$ cat src/rtl/uart_byte_rx.sv
// uart_byte_rx: 8N1 serial byte receiver, LSB first, idle-high line.
//
// Turns the asynchronous UART pin into a parallel byte plus one-cycle strobes.
// rx_data is a level that holds the last correctly framed byte until the next
// good byte arrives. Each bit is sampled once, in the middle of the bit.
//
// Ports:
//   clk            in   system clock, all logic on posedge
//   rst            in   synchronous reset, active-high
//   rx_pin         in   asynchronous serial input, idle 1
//   rx_data        out  [7:0] last correctly framed byte
//   rx_data_valid  out  one-cycle strobe, rx_data updated this cycle
//   rx_frame_err   out  one-cycle strobe, stop bit sampled 0
module uart_byte_rx #(
  parameter int unsigned CLK_FRE   = 27,      // MHz
  parameter int unsigned BAUD_RATE = 115200   // bit/s
) (
  input  logic       clk,
  input  logic       rst,
  input  logic       rx_pin,
  output logic [7:0] rx_data,
  output logic       rx_data_valid,
  output logic       rx_frame_err
);

  localparam int unsigned CYCLE = CLK_FRE * 1_000_000 / BAUD_RATE;
  localparam int unsigned CntW  = $clog2(CYCLE + 1);

  localparam logic [CntW-1:0] CntMid  = CntW'(CYCLE / 2);
  localparam logic [CntW-1:0] CntLast = CntW'(CYCLE - 1);

  typedef enum logic [1:0] {StIdle, StStart, StData, StStop} state_e;

  state_e          state_q, state_d;
  logic [CntW-1:0] cyc_cnt_q, cyc_cnt_d;
  logic [2:0]      bit_idx_q, bit_idx_d;
  logic [7:0]      shift_q, shift_d;
  logic [7:0]      rx_data_q, rx_data_d;
  logic            valid_q, valid_d;
  logic            ferr_q, ferr_d;

  // Synchroniser flops reset to 1 so a high line after reset is not an edge.
  logic rx_meta_q, rx_s_q, rx_s_d_q;

  always_ff @(posedge clk) begin
    if (rst) begin
      rx_meta_q <= 1'b1;
      rx_s_q    <= 1'b1;
      rx_s_d_q  <= 1'b1;
    end else begin
      rx_meta_q <= rx_pin;
      rx_s_q    <= rx_meta_q;
      rx_s_d_q  <= rx_s_q;
    end
  end

  logic start_edge;
  logic at_mid;
  logic at_last;

  assign start_edge = rx_s_d_q & ~rx_s_q;
  assign at_mid     = (cyc_cnt_q == CntMid);
  assign at_last    = (cyc_cnt_q == CntLast);

  always_comb begin
    state_d   = state_q;
    cyc_cnt_d = at_last ? '0 : cyc_cnt_q + CntW'(1);
    bit_idx_d = bit_idx_q;
    shift_d   = shift_q;
    rx_data_d = rx_data_q;
    valid_d   = 1'b0;
    ferr_d    = 1'b0;

    unique case (state_q)
      StIdle: begin
        cyc_cnt_d = '0;
        if (start_edge) begin
          state_d = StStart;
        end
      end

      StStart: begin
        if (at_mid && rx_s_q) begin
          // Start bit no longer low at its centre: treat as a line glitch.
          state_d   = StIdle;
          cyc_cnt_d = '0;
        end else if (at_last) begin
          state_d   = StData;
          cyc_cnt_d = '0;
          bit_idx_d = '0;
        end
      end

      StData: begin
        if (at_mid) begin
          shift_d[bit_idx_q] = rx_s_q;
        end
        if (at_last) begin
          cyc_cnt_d = '0;
          if (bit_idx_q == 3'd7) begin
            state_d = StStop;
          end else begin
            bit_idx_d = bit_idx_q + 3'd1;
          end
        end
      end

      StStop: begin
        // Leave at mid-stop so a start bit directly after the stop bit is caught.
        if (at_mid) begin
          state_d   = StIdle;
          cyc_cnt_d = '0;
          if (rx_s_q) begin
            rx_data_d = shift_q;
            valid_d   = 1'b1;
          end else begin
            ferr_d = 1'b1;
          end
        end
      end

      default: begin
        state_d   = StIdle;
        cyc_cnt_d = '0;
      end
    endcase
  end

  always_ff @(posedge clk) begin
    if (rst) begin
      state_q   <= StIdle;
      cyc_cnt_q <= '0;
      bit_idx_q <= '0;
      shift_q   <= 8'h00;
      rx_data_q <= 8'h00;
      valid_q   <= 1'b0;
      ferr_q    <= 1'b0;
    end else begin
      state_q   <= state_d;
      cyc_cnt_q <= cyc_cnt_d;
      bit_idx_q <= bit_idx_d;
      shift_q   <= shift_d;
      rx_data_q <= rx_data_d;
      valid_q   <= valid_d;
      ferr_q    <= ferr_d;
    end
  end

  assign rx_data       = rx_data_q;
  assign rx_data_valid = valid_q;
  assign rx_frame_err  = ferr_q;

endmodule

$ cat config.mk
export PLATFORM = sky130hd
export DESIGN_NAME = uart_byte_rx
export DESIGN_NICKNAME = d
export VERILOG_FILES = /design/src/rtl/uart_byte_rx.sv
export SDC_FILE = /design/constraint.sdc
export NUM_CORES = 1
export LEC_CHECK = 0
export BUFFER_PORTS_ARGS = -buffer_cell sky130_fd_sc_hd__buf_2
export CELL_PAD_IN_SITES_DETAIL_PLACEMENT = 1
export CELL_PAD_IN_SITES_GLOBAL_PLACEMENT = 1
export CORE_ASPECT_RATIO = 1.2
export CORE_MARGIN = 1
export CORE_UTILIZATION = 48
export CTS_CLUSTER_SIZE = 20
export DETAILED_ROUTE_END_ITERATION = 6
export PLACE_DENSITY_LB_ADDON = 0.1
export SLEW_MARGIN = 5
export SYNTH_ARGS = -nofsm -noshare
export SYNTH_HDL_FRONTEND = slang
export SYNTH_SLANG_ARGS = --single-unit
$ cat constraint.sdc
create_clock -name clk -period 4.1 [get_ports clk]
set_clock_uncertainty 0.05 [all_clocks]
set_input_delay 0.41 -clock clk [delete_from_list [all_inputs] [get_ports clk]]
set_output_delay 0.41 -clock clk [all_outputs]
set_load 0.01 [all_outputs]
==> flow_summary.yaml <==
status:
  status: "finished, final reports clean"
global_routing:
  grt_use_total: 0.220
  gr-total-overflow: 0
  grt_pass1_vias: 1172
  grt_pass1_wl_mm: 5.42
  antenna_found_initial: 0
  grt_max_degree: 28
clocking:
  clock_path_buffers: 2
  post_cts_buffers: 0
  clock_latency_ns: 0.33
  cts_max_level: 2
  cts_made_buffers: 5
  cts.sinks: 34
  cts_root_buf: "clkbuf_4"
  cts_tree: "done"
  cts_hold_buffers: 0
  clk_pin_slew_worst_paths_ns: 0.10
  cts.repair.resized: 0
drt:
  ant_nets: 0
  drc: 0
  dr.first_iter.drc_count: 21
  wl_per_cell_um: 14.7
  vias: 1187
  viasPerCell: 5.60
  drtPass1Iterations: 4
  finalWirelength_mm: 3.11
pwr:
  peakVddDrop_uv: 252
  power.density_mw_per_mm2: 336
  power.leakage_nw: 0.609
  p_total_w: 0.000554
place:
  dpl.hpwl_mm: 2.31
  pre_cts_slack_ns: 2.19
  placedInstanceArea_mm2: 0.00159
  place_congestion: 0.742
  port_buffers: 12
critical_path:
  critPathMaxFanout: 5
  cp-start-kind: "flop"
  arrival_ns: 2.11
  cp.required_ns: 4.29
  end_kind: "flop"
  path_class: "flop to flop"
sta:
  worst_slew_pin_slew_ns: 0.538
  setup_viol_count_final: 0
  slew_violations: 0
  final.min_clock_period_ns: 1.92
  setup_tns_ns: 0
  hold_viol: 0
  timing.hold.ws_ns: 0.209
  slew_headroom: 0.640
  fmax_mhz: 522
  post-route-period-util: 0.468
  rsz0062_at_grt: "false"
  final.setup.worst_slack_ns: 2.18
final_layout:
  antenna_cells: 0
  drive_above_1_share: 0.136
  fin_nets: 182
  register_area_um2: 681
  syn2layout_area_growth_pct: 8.30
  design_area_mm2: 0.00165
  fillers: 372
  multi_input_area_um2: 781
synthesis:
  synth-edff-count: 0
  synth.avg_cell_area_um2: 9.23
  syn_area_mm2: 0.00152
  yosysUniqueCellTypes: 38
  synthArstFlopShare: 0
  synth-seq-cells: 34
  syn_nets: 172
  ys.flop_type: "dfxtp_1"
  ys_seq_area_frac: 0.447
  synthCells: 165
  yosys_warnings: 0
floorplan:
  core_mm2: 0.00303
  die_area_mm2: 0.00340
  die_h_um: 63.7
  die_w_um: 53.4
  num_rows: 22
  ioPinCount: 13
  start_util: 0.503
flow_run:
  maxCapViolCount: 0
hold_path:
  hold_class: "primary input to flop"
[routing by layer]
layer / track usage / share of wire / up-vias
li1: - / - / 601
met1: 0.262 / 0.46 / 565
met2: 0.356 / 0.49 / 16
met3: 0.0652 / 0.032 / 5
met4: 0.0888 / 0.018 / 0
met5: 0 / 0 / -
[where the power goes]
part / leakage [nW] / total (W) / internal [W] / switching (W)
clock network: 0.0353 / 0.000190 / 0.0000831 / 0.000107
registers: 0.275 / 0.000340 / 0.000333 / 0.00000664
logic: 0.299 / 0.0000233 / 0.00000964 / 0.0000136
[synth_stat cells, types with 2 or more instances]
master,number,area [um2]
a211o_1,2,17.5
a21oi_1,4,20.0
a311oi_1,2,17.5
clkbuf_1,6,22.5
dfxtp_1,34,681
ha_1,4,50.1
inv_1,6,22.5
mux2i_1,14,140
nand2_1,7,26.3
nand2b_1,5,31.3
nand3_1,7,35.0
nand3b_1,3,22.5
nand4_1,6,37.5
nand4bb_1,2,22.5
nor2_1,25,93.8
nor3_1,4,20.0
nor4bb_1,2,20.0
o21ai_0,6,30.0
or2_2,3,18.8
xnor2_1,4,35.0
xor2_1,2,17.5
[per-stage QoR]
| stage | util | std cells |
|---|---|---|
| after floorplan | - | 165 |
| after global placement | 0.525 | 204 |
| after detailed placement | 0.525 | 204 |
| after CTS | 0.545 | 212 |
| after global routing | 0.545 | 212 |
| final | 0.545 | 212 |
[layout by cell type, fill, tap and decap left out, types with 2 or more instances in the layout]
cell,instances
nand3_1,7
nor3_1,4
inv_1,6
o21ai_0,6
clkbuf_4,5
a311oi_1,2
a211o_1,2
nand4_1,6
nand3b_1,3
buf_2,12
mux2i_1,14
nand2_1,7
dfxtp_1,34
or2_2,3
nor4bb_1,2
nand4bb_1,2
ha_1,4
a21oi_1,4
nand2b_1,5
xnor2_1,4
xor2_1,2
nor2_1,25
[critical path, stage by stage, from the launching register on]
cell and delay [ns]:
dfxtp_1 0.41, ha_1 0.19, nand3_1 0.17, nor2_1 0.39
mux2_1 0.37, a211oi_1 0.26
[sequential cells by signal, indices dropped and copies added, names as in the netlist, named ones only]
signal,flops
cyc_cnt_q,8
rx_data,8
shift_q,8
bit_idx_q,3
rx_data_valid,1
rx_frame_err,1
rx_meta_q,1
rx_s_d_q,1
rx_s_q,1
state_q,1
[cell type report]
cell class,count,area share
clock buffers,7,0.0334
clock inverters,1,0.00303
multi-input cells,116,0.473
flip-flops and latches,34,0.413
repair buffers,12,0.0364
inverters,6,0.0137
well taps,36,0.0273
[cells by family after synthesis]
group	share of synthesized area
AO/OA/AOI/OAI	0.0773
XOR/XNOR	0.0345
adder cells (fa/ha/maj)	0.0329
buffers and inverters	0.0403
flip-flops	0.447
multiplexers	0.0994
AND/OR/NAND/NOR	0.269
[path summary, 6_finish.rpt]
| check | cells after the start | startpoint | slack, ns | to |
|---|---|---|---|---|
| hold / removal | 2 | rx_pin | 0.21 | rx_meta_q |
| hold reg to reg | 1 | rx_meta_q | 0.38 | rx_s_q |
| setup reg to reg | 5 | cyc_cnt_q[0] | 2.18 | state_q[0] |
| setup / recovery | 5 | cyc_cnt_q[0] | 2.18 | state_q[0] |
(Power assumes the default switching activity.)
